File: src/rtl/led_pattern_gen.sv
// Multi-channel LED driver: off/on/blink/breathe per channel, driven from one
// shared timebase (tick prescaler, blink phase, triangle duty ramp + PWM).

module led_pattern_ch #(
   parameter bit ACT_LO = 1'b1
) (
   input  logic       sys_clk,
   input  logic       sys_rst_n,
   input  logic       wr_en,
   input  logic [1:0] wr_mode,
   input  logic       blink_phase,
   input  logic       pwm_on,
   output logic       led
);
   localparam logic [1:0] MODE_ON      = 2'd1;
   localparam logic [1:0] MODE_BLINK   = 2'd2;
   localparam logic [1:0] MODE_BREATHE = 2'd3;

   logic [1:0] mode_q, mode_d;
   logic       led_q, led_d;
   logic       on;

   always_comb begin
      mode_d = wr_en ? wr_mode : mode_q;
      on     = (mode_q == MODE_ON)
             | ((mode_q == MODE_BLINK) & blink_phase)
             | ((mode_q == MODE_BREATHE) & pwm_on);
      led_d  = on ^ ACT_LO;
   end

   always_ff @(posedge sys_clk or negedge sys_rst_n) begin
      if (!sys_rst_n) begin
         mode_q <= 2'd0;
         led_q  <= ACT_LO;
      end else begin
         mode_q <= mode_d;
         led_q  <= led_d;
      end
   end

   assign led = led_q;
endmodule

module led_pattern_gen #(
   parameter int NUM_LEDS       = 3,
   parameter int TICK_DIV       = 27000,
   parameter int BLINK_TICKS    = 500,
   parameter int PWM_W          = 8,
   parameter int LED_ACTIVE_LOW = 1,
   localparam int CH_W          = (NUM_LEDS > 1) ? $clog2(NUM_LEDS) : 1
) (
   input  logic                sys_clk,
   input  logic                sys_rst_n,
   input  logic                cfg_we,
   input  logic [CH_W-1:0]     cfg_ch,
   input  logic [1:0]          cfg_mode,
   output logic [NUM_LEDS-1:0] led,
   output logic                tick
);
   localparam int TC_W = (TICK_DIV > 1) ? $clog2(TICK_DIV) : 1;
   localparam int BC_W = (BLINK_TICKS > 1) ? $clog2(BLINK_TICKS) : 1;
   localparam logic [TC_W-1:0]  TICK_LAST  = TC_W'(TICK_DIV - 1);
   localparam logic [BC_W-1:0]  BLINK_LAST = BC_W'(BLINK_TICKS - 1);
   localparam logic [PWM_W-1:0] DUTY_MAX   = '1;
   localparam bit               ACT_LO     = (LED_ACTIVE_LOW != 0);

   typedef enum logic {DIR_UP, DIR_DOWN} dir_e;

   logic [TC_W-1:0]  tick_cnt_q, tick_cnt_d;
   logic             tick_q, tick_d;
   logic [BC_W-1:0]  blink_cnt_q, blink_cnt_d;
   logic             blink_phase_q, blink_phase_d;
   logic [PWM_W-1:0] pwm_cnt_q, pwm_cnt_d;
   logic [PWM_W-1:0] duty_q, duty_d;
   dir_e             dir_q, dir_d;
   logic             tick_en;
   logic             pwm_on;

   // tick_en marks the edge on which the registered tick rises; every
   // timebase update happens on that same edge.
   always_comb begin
      tick_en       = (tick_cnt_q == TICK_LAST);
      tick_cnt_d    = tick_en ? '0 : tick_cnt_q + TC_W'(1);
      tick_d        = tick_en;
      pwm_cnt_d     = pwm_cnt_q + PWM_W'(1);
      pwm_on        = (pwm_cnt_q < duty_q);
      blink_cnt_d   = blink_cnt_q;
      blink_phase_d = blink_phase_q;
      duty_d        = duty_q;
      dir_d         = dir_q;
      if (tick_en) begin
         if (blink_cnt_q == BLINK_LAST) begin
            blink_cnt_d   = '0;
            blink_phase_d = ~blink_phase_q;
         end else begin
            blink_cnt_d = blink_cnt_q + BC_W'(1);
         end
         // Triangle ramp turns around immediately so each extreme lasts one tick.
         if (dir_q == DIR_UP) begin
            if (duty_q == DUTY_MAX) begin
               dir_d  = DIR_DOWN;
               duty_d = DUTY_MAX - PWM_W'(1);
            end else begin
               duty_d = duty_q + PWM_W'(1);
            end
         end else begin
            if (duty_q == '0) begin
               dir_d  = DIR_UP;
               duty_d = PWM_W'(1);
            end else begin
               duty_d = duty_q - PWM_W'(1);
            end
         end
      end
   end

   always_ff @(posedge sys_clk or negedge sys_rst_n) begin
      if (!sys_rst_n) begin
         tick_cnt_q    <= '0;
         tick_q        <= 1'b0;
         blink_cnt_q   <= '0;
         blink_phase_q <= 1'b0;
         pwm_cnt_q     <= '0;
         duty_q        <= '0;
         dir_q         <= DIR_UP;
      end else begin
         tick_cnt_q    <= tick_cnt_d;
         tick_q        <= tick_d;
         blink_cnt_q   <= blink_cnt_d;
         blink_phase_q <= blink_phase_d;
         pwm_cnt_q     <= pwm_cnt_d;
         duty_q        <= duty_d;
         dir_q         <= dir_d;
      end
   end

   assign tick = tick_q;

   // Out-of-range channel indices match no lane, so such writes drop silently.
   for (genvar i = 0; i < NUM_LEDS; i++) begin : g_ch
      led_pattern_ch #(.ACT_LO(ACT_LO)) u_ch (
         .sys_clk     (sys_clk),
         .sys_rst_n   (sys_rst_n),
         .wr_en       (cfg_we && (cfg_ch == CH_W'(i))),
         .wr_mode     (cfg_mode),
         .blink_phase (blink_phase_q),
         .pwm_on      (pwm_on),
         .led         (led[i])
      );
   end
endmodule

File: config.mk
export PLATFORM = sky130hd
export DESIGN_NAME = led_pattern_gen
export DESIGN_NICKNAME = d
export VERILOG_FILES = /design/src/rtl/led_pattern_gen.sv
export SDC_FILE = /design/constraint.sdc
export NUM_CORES = 1
export LEC_CHECK = 0
export CAP_MARGIN = 10
export CORE_UTILIZATION = 32
export CTS_CLUSTER_DIAMETER = 30
export CTS_CLUSTER_SIZE = 8
export DETAILED_ROUTE_END_ITERATION = 12
export SLEW_MARGIN = 20
export SYNTH_ARGS = -nofsm -noshare
export SYNTH_HDL_FRONTEND = slang
export SYNTH_SLANG_ARGS = --single-unit
File: constraint.sdc
create_clock -name sys_clk -period 2.2 [get_ports sys_clk]
set_input_delay 0.33 -clock sys_clk [delete_from_list [all_inputs] [get_ports sys_clk]]
set_output_delay 0.33 -clock sys_clk [all_outputs]
set_load 0.05 [all_outputs]
# Word level (Yosys, flattened, before mapping)
# Index checks and enable logic that the tools add are counted.
# op_classes
eq_ne,14
n_mux,8
add_sub_neg,5
n_reduce_logical,6
n_lt_le_gt_ge,1
n_bitwise,16
# ops
operator,n
8-bit 2-to-1 mux,3
"8-bit by 1-bit adder with 8-bit output, second input constant",2
"15-bit by 1-bit adder with 15-bit output, second input constant",1
"15-bit == test, second input constant",1
15-bit 2-to-1 mux,1
"2-bit == test, second input constant",7
"9-bit by 1-bit adder with 9-bit output, second input constant",1
"9-bit == test, second input constant",1
9-bit 2-to-1 mux,1
"2-bit by 1-bit == test with 1-bit output, second input constant",4
"8-bit == test, second input constant",1
8-bit zero test,1
8-bit less-than comparator,1
"8-bit by 1-bit subtractor with 8-bit output, second input constant",1
1-bit AND,6
1-bit bitwise OR,6
1-bit inverter,4
1-bit logical AND,3
1-bit 2-to-1 mux,3
2-bit zero test,1
2-bit AND reduction,1
# totals
input_bits,7
regBits,52
word_cells,63
output_inout_bits,4

# Logic depth before layout (Yosys ltp)
# Gate-level depths: netlist of run 1.
# logic_depth
ltp_word,5
depth_mapped,9
mapped_depth_nobuf,7

# Modules after synthesis
# From an unflattened synthesis of run 1, not the netlist that was laid out.
# unflattened
cells_unflattened,286
area_unflattened_um2,2839.0
# modules_own_cells
mod,area_per_inst_um2,cells_each,instances
led_pattern_gen,2489.9,262,1
led_pattern_ch,116.4,8,3

# Worst setup path before layout of run 1
# No wires, ideal clock.
# synth_timing
kind,register to register
from,register tick_cnt_q[3]
to,register blink_cnt_q[8]
path_stages_with_launch,7
arrival_time_ns,2.167
required_time_ns,2.079
n_path_buf,1
synth_period_minus_slack_ns,2.288
setup_slack_ns,-0.088
setup_ns,0.121
path_cell_list,dfrtp_1 > or4b_1 > or4_1 > buf_2 > or2_1 > a211o_1 > a22o_1
# synth_between
elab_chain_cells,1
# synth_lines
item,line_no,text
"start, declared",69,"logic [TC_W-1:0] tick_cnt_q, tick_cnt_d;"
"start signal, assigned",127,tick_cnt_q <= tick_cnt_d;
15-bit == test,82,tick_en = (tick_cnt_q == TICK_LAST);
"end signal, assigned",129,blink_cnt_q <= blink_cnt_d;
"end, declared",71,"logic [BC_W-1:0] blink_cnt_q, blink_cnt_d;"
# Every way passes these cells.
# A chain may end at the register's enable or synchronous reset.

# Worst setup path in the final report of run 1
# Ends and elaborated chain as after synthesis.

==> impl_metrics.json, run 1 <==
{
  "hpwl_mm": 3.995,
  "routed_wirelength_mm": 5.566,
  "async_flop_share_pct": 100.0,
  "max-vdd-ir-drop_v": 0.0003142,
  "die_w_um": 95.25,
  "grt_usage_pct": 13.40,
  "drive_gt1_share_pct": 12.38,
  "rsz0062_at_grt": "yes",
  "final_nets": 326,
  "path_depth": 5,
  "syn_nets": 303,
  "finalPower_mw": 1.835,
  "cap_violations": 0,
  "core-area_mm2": 0.008299,
  "overflow": 0,
  "r2r_cells": 5,
  "muxShareOfSynthArea_pct": 2.788,
  "yosys_warnings": 0,
  "r2r_end": "blink_cnt_q[8]",
  "slew_viol_final": 0,
  "drcViolationCount": 0,
  "firstDrtPassIters": 5,
  "ys_ff_latch": 52,
  "hold_path.class": "in -> async",
  "syn-mean-instance-area_um2": 9.833,
  "outcome": "complete, no violations",
  "clock_path_buffers": 2,
  "die_h_um": 95.25,
  "tightest_slew_ps": 494.3,
  "start_kind": "flop",
  "htree_levels": 2,
  "die_area_mm2": 0.009073,
  "synth-seq-area-share_pct": 46.90,
  "start_util_pct": 33.53,
  "skew_ps": 6.558,
  "r2r-start": "tick_cnt_q[3]",
  "p_leak_nw": 1.437,
  "initialDrtViolationCount": 111,
  "antenna_left": 0,
  "synth_compound_area_share_pct": 12.81,
  "syn_area_mm2": 0.002783,
  "p_per_area_mw_per_mm2": 569.1,
  "crit_type": "reg -> reg",
  "grt_max_degree": 53,
  "fmax_mhz": 461.2,
  "syn_inst": 283,
  "cp_cell_sequence": "or4b_1, or4_4, or2_1, a211o_1, a22o_1",
  "root_buffer": "clkbuf_8",
  "synth_simple_gate_area_share_pct": 19.42,
  "arrival_ps": 2360,
  "critPathTopFamily": "simple AND/OR/NAND/NOR gates",
  "post-route-cell-area_mm2": 0.003224,
  "vias": 2088,
  "post_dp_cell_area_mm2": 0.003082,
  "synth_edf_count": 0,
  "synth_top_family_by_area": "simple AND/OR/NAND/NOR gates",
  "first_global_vias": 2122,
  "synth_fa_ha_area_share_pct": 5.845,
  "r2r_slack_ps": 30,
  "ys_types": 48,
  "wl_per_cell_um": 13.51,
  "slowest_delay_ps": 510,
  "setup_viol": 0,
  "area_delta_synth_final_pct": 15.87,
  "netlist_top_cells_area": "dfrtp_1 44%, ha_1 5.8%, xnor2_1 5.7%, nor2_1 3.2%, nand2_1 3.1%",
  "port_buffers": 10,
  "numClockSinks": 52,
  "crit_required_ps": 2390,
  "insertedDiodeCount": 0,
  "rows": 33,
  "grt_pass1_wl_mm": 9.494,
  "ys.flop_type": "dfrtp_1",
  "routabilityCongestion": 0.8648,
  "crit_path_end_kind": "flop",
  "finalHoldViolations": 0,
  "cts_hold_buffers": 0,
  "cp_slowest_cell": "or4b_1",
  "finalCritPeriodShare_pct": 98.56,
  "max_slew_margin_pct": 66.94,
  "synth_top_area_share_pct": 44.06,
  "worst-path-buf-inv": 0,
  "yosysTopAreaCell": "dfrtp_1",
  "io_pins": 11,
  "cts_tree": "done",
  "fin_crit_ps": 2168,
  "cts.clk_slew.worst_paths_ps": 90,
  "cts_buffers": 5,
  "grt_antenna_before_repair": 0,
  "insertion_delay_ps": 300,
  "fin_tns_setup_ps": 0,
  "synth-xor-area-share_pct": 8.183,
  "via_per_inst": 5.068,
  "critPathMaxFanout": 4
}
[registers in the layout, summed over array words and instances, names as in the netlist]
| signal | count |
|---|---|
| blink_cnt_q | 9 |
| blink_phase_q | 1 |
| dir_q | 1 |
| duty_q | 8 |
| g_ch.u_ch.led | 3 |
| g_ch.u_ch.mode_q | 6 |
| pwm_cnt_q | 8 |
| tick | 1 |
| tick_cnt_q | 15 |
[worst max-delay path by stage]
| stage | startpoint | slack (ps) | to |
|---|---|---|---|
| CTS | tick_cnt_q[3] | 20 | blink_cnt_q[8] |
| detailed placement | tick_cnt_q[3] | -2 | blink_cnt_q[8] |
| floorplan | tick_cnt_q[3] | -10 | blink_cnt_q[8] |
| finish | tick_cnt_q[3] | 30 | blink_cnt_q[8] |
| global route | tick_cnt_q[3] | -50 | blink_cnt_q[8] |
| global placement | tick_cnt_q[3] | 40 | duty_q[3] |
[timing repair]
action | in CTS | in global routing
setup buffers | 0 | 1
hold endpoints to repair | 0 | 0
gates resized for setup | 1 | 2
setup endpoints to repair | 1 | 5
[power breakdown]
| part | leakage, nW | total [mW] | switching (mW) | internal [mW] |
|---|---|---|---|---|
| clock network | 0.0614 | 0.696 | 0.323 | 0.372 |
| logic | 0.701 | 0.129 | 0.0763 | 0.0529 |
| registers | 0.675 | 1.01 | 0.0164 | 0.994 |
| total | 1.44 | 1.83 | 0.416 | 1.42 |
[per-stage QoR]
stage | std cells | hold WS (ps) | worst slack (ps) | utilization, %
after global placement | 403 | 347.2 | 43.34 | 37.13
after global routing | 412 | 20.59 | -51.51 | 38.85
final | 412 | 3.467 | 31.62 | 38.85
after detailed placement | 403 | 343.9 | -2.328 | 37.13
after CTS | 411 | 6.020 | 21.74 | 38.64
after floorplan | 283 | 34.41 | -11.82 | -
[layout by cell type (no fill, tap or decap), drive strengths merged, types with 4 or more instances in the layout]
master / n
buf: 17
o21ai: 13
xor2: 8
inv: 16
nand4b: 4
clkdlybuf4s50: 9
nor3: 5
dfrtp: 49
and4: 4
clkbuf: 6
nand3: 15
ha: 13
nand2: 23
nor2: 24
a21oi: 16
and3: 6
xnor2: 18
a31oi: 4
mux2: 6
nand4: 5
[worst reg2reg max path, stage by stage, from the launching register on]
cell,delay (ps)
dfrtp_1,400
or4b_1,510
or4_4,440
or2_1,240
a211o_1,230
a22o_1,230
[synth_stat cells, drive strengths merged (2+ instances only)]
cell and n:
dfrtp 49, nor2 24, nand2 23, xnor2 18
a21oi 16, inv 16, nand3 15, ha 13
o21ai 13, xor2 8, and3 6, buf 6
mux2 6, nand4 5, nor3 5, a31oi 4
and4 4, clkbuf 4, nand4b 4, a21o 3
and2 3, dfstp 3, nand3b 3, or4b 3
a22oi 2, nand2b 2, nor4 2, o21a 2
o22ai 2, or4 2
[layer usage]
metal,up-vias,wire length [um],GRT usage (%)
met5,-,0,0
met4,0,104,4.924
met2,29,2663,22.68
met1,1002,2625,16.58
li1,1049,-,-
met3,8,172,3.030
[kinds of logic (layout without fill, tap and decap cells)]
group,Yosys count,count (layout)
AO/OA/AOI/OAI,56,56
XOR/XNOR,26,26
adder cells (fa/ha/maj),13,13
buffers and inverters,26,50
flip-flops,52,52
multiplexers,7,7
AND/OR/NAND/NOR,103,103
[final cells by class]
cell class,instances,area [um2]
Multi-Input combinational cell,205,1379
Fill cell,809,5075
Clock buffer,6,82.58
Sequential cell,52,1305
Clock inverter,2,38.79
Inverter,16,60.06
Tap cell,105,131.4
Timing Repair Buffer,26,227.7
No activity file was read; power rests on OpenSTA's default activity.
==> run 2, diff against run 1 <==
--- a/config.mk
+++ b/config.mk
@@ -7,7 +7,7 @@
 export LEC_CHECK = 0
 export CAP_MARGIN = 10
 export CORE_UTILIZATION = 32
-export CTS_CLUSTER_DIAMETER = 30
+export CTS_CLUSTER_DIAMETER = 120
 export CTS_CLUSTER_SIZE = 8
 export DETAILED_ROUTE_END_ITERATION = 12
 export SLEW_MARGIN = 20
==> results of run 2 <==
No change in the layout: final DEF, timing and power equal those of run 1.
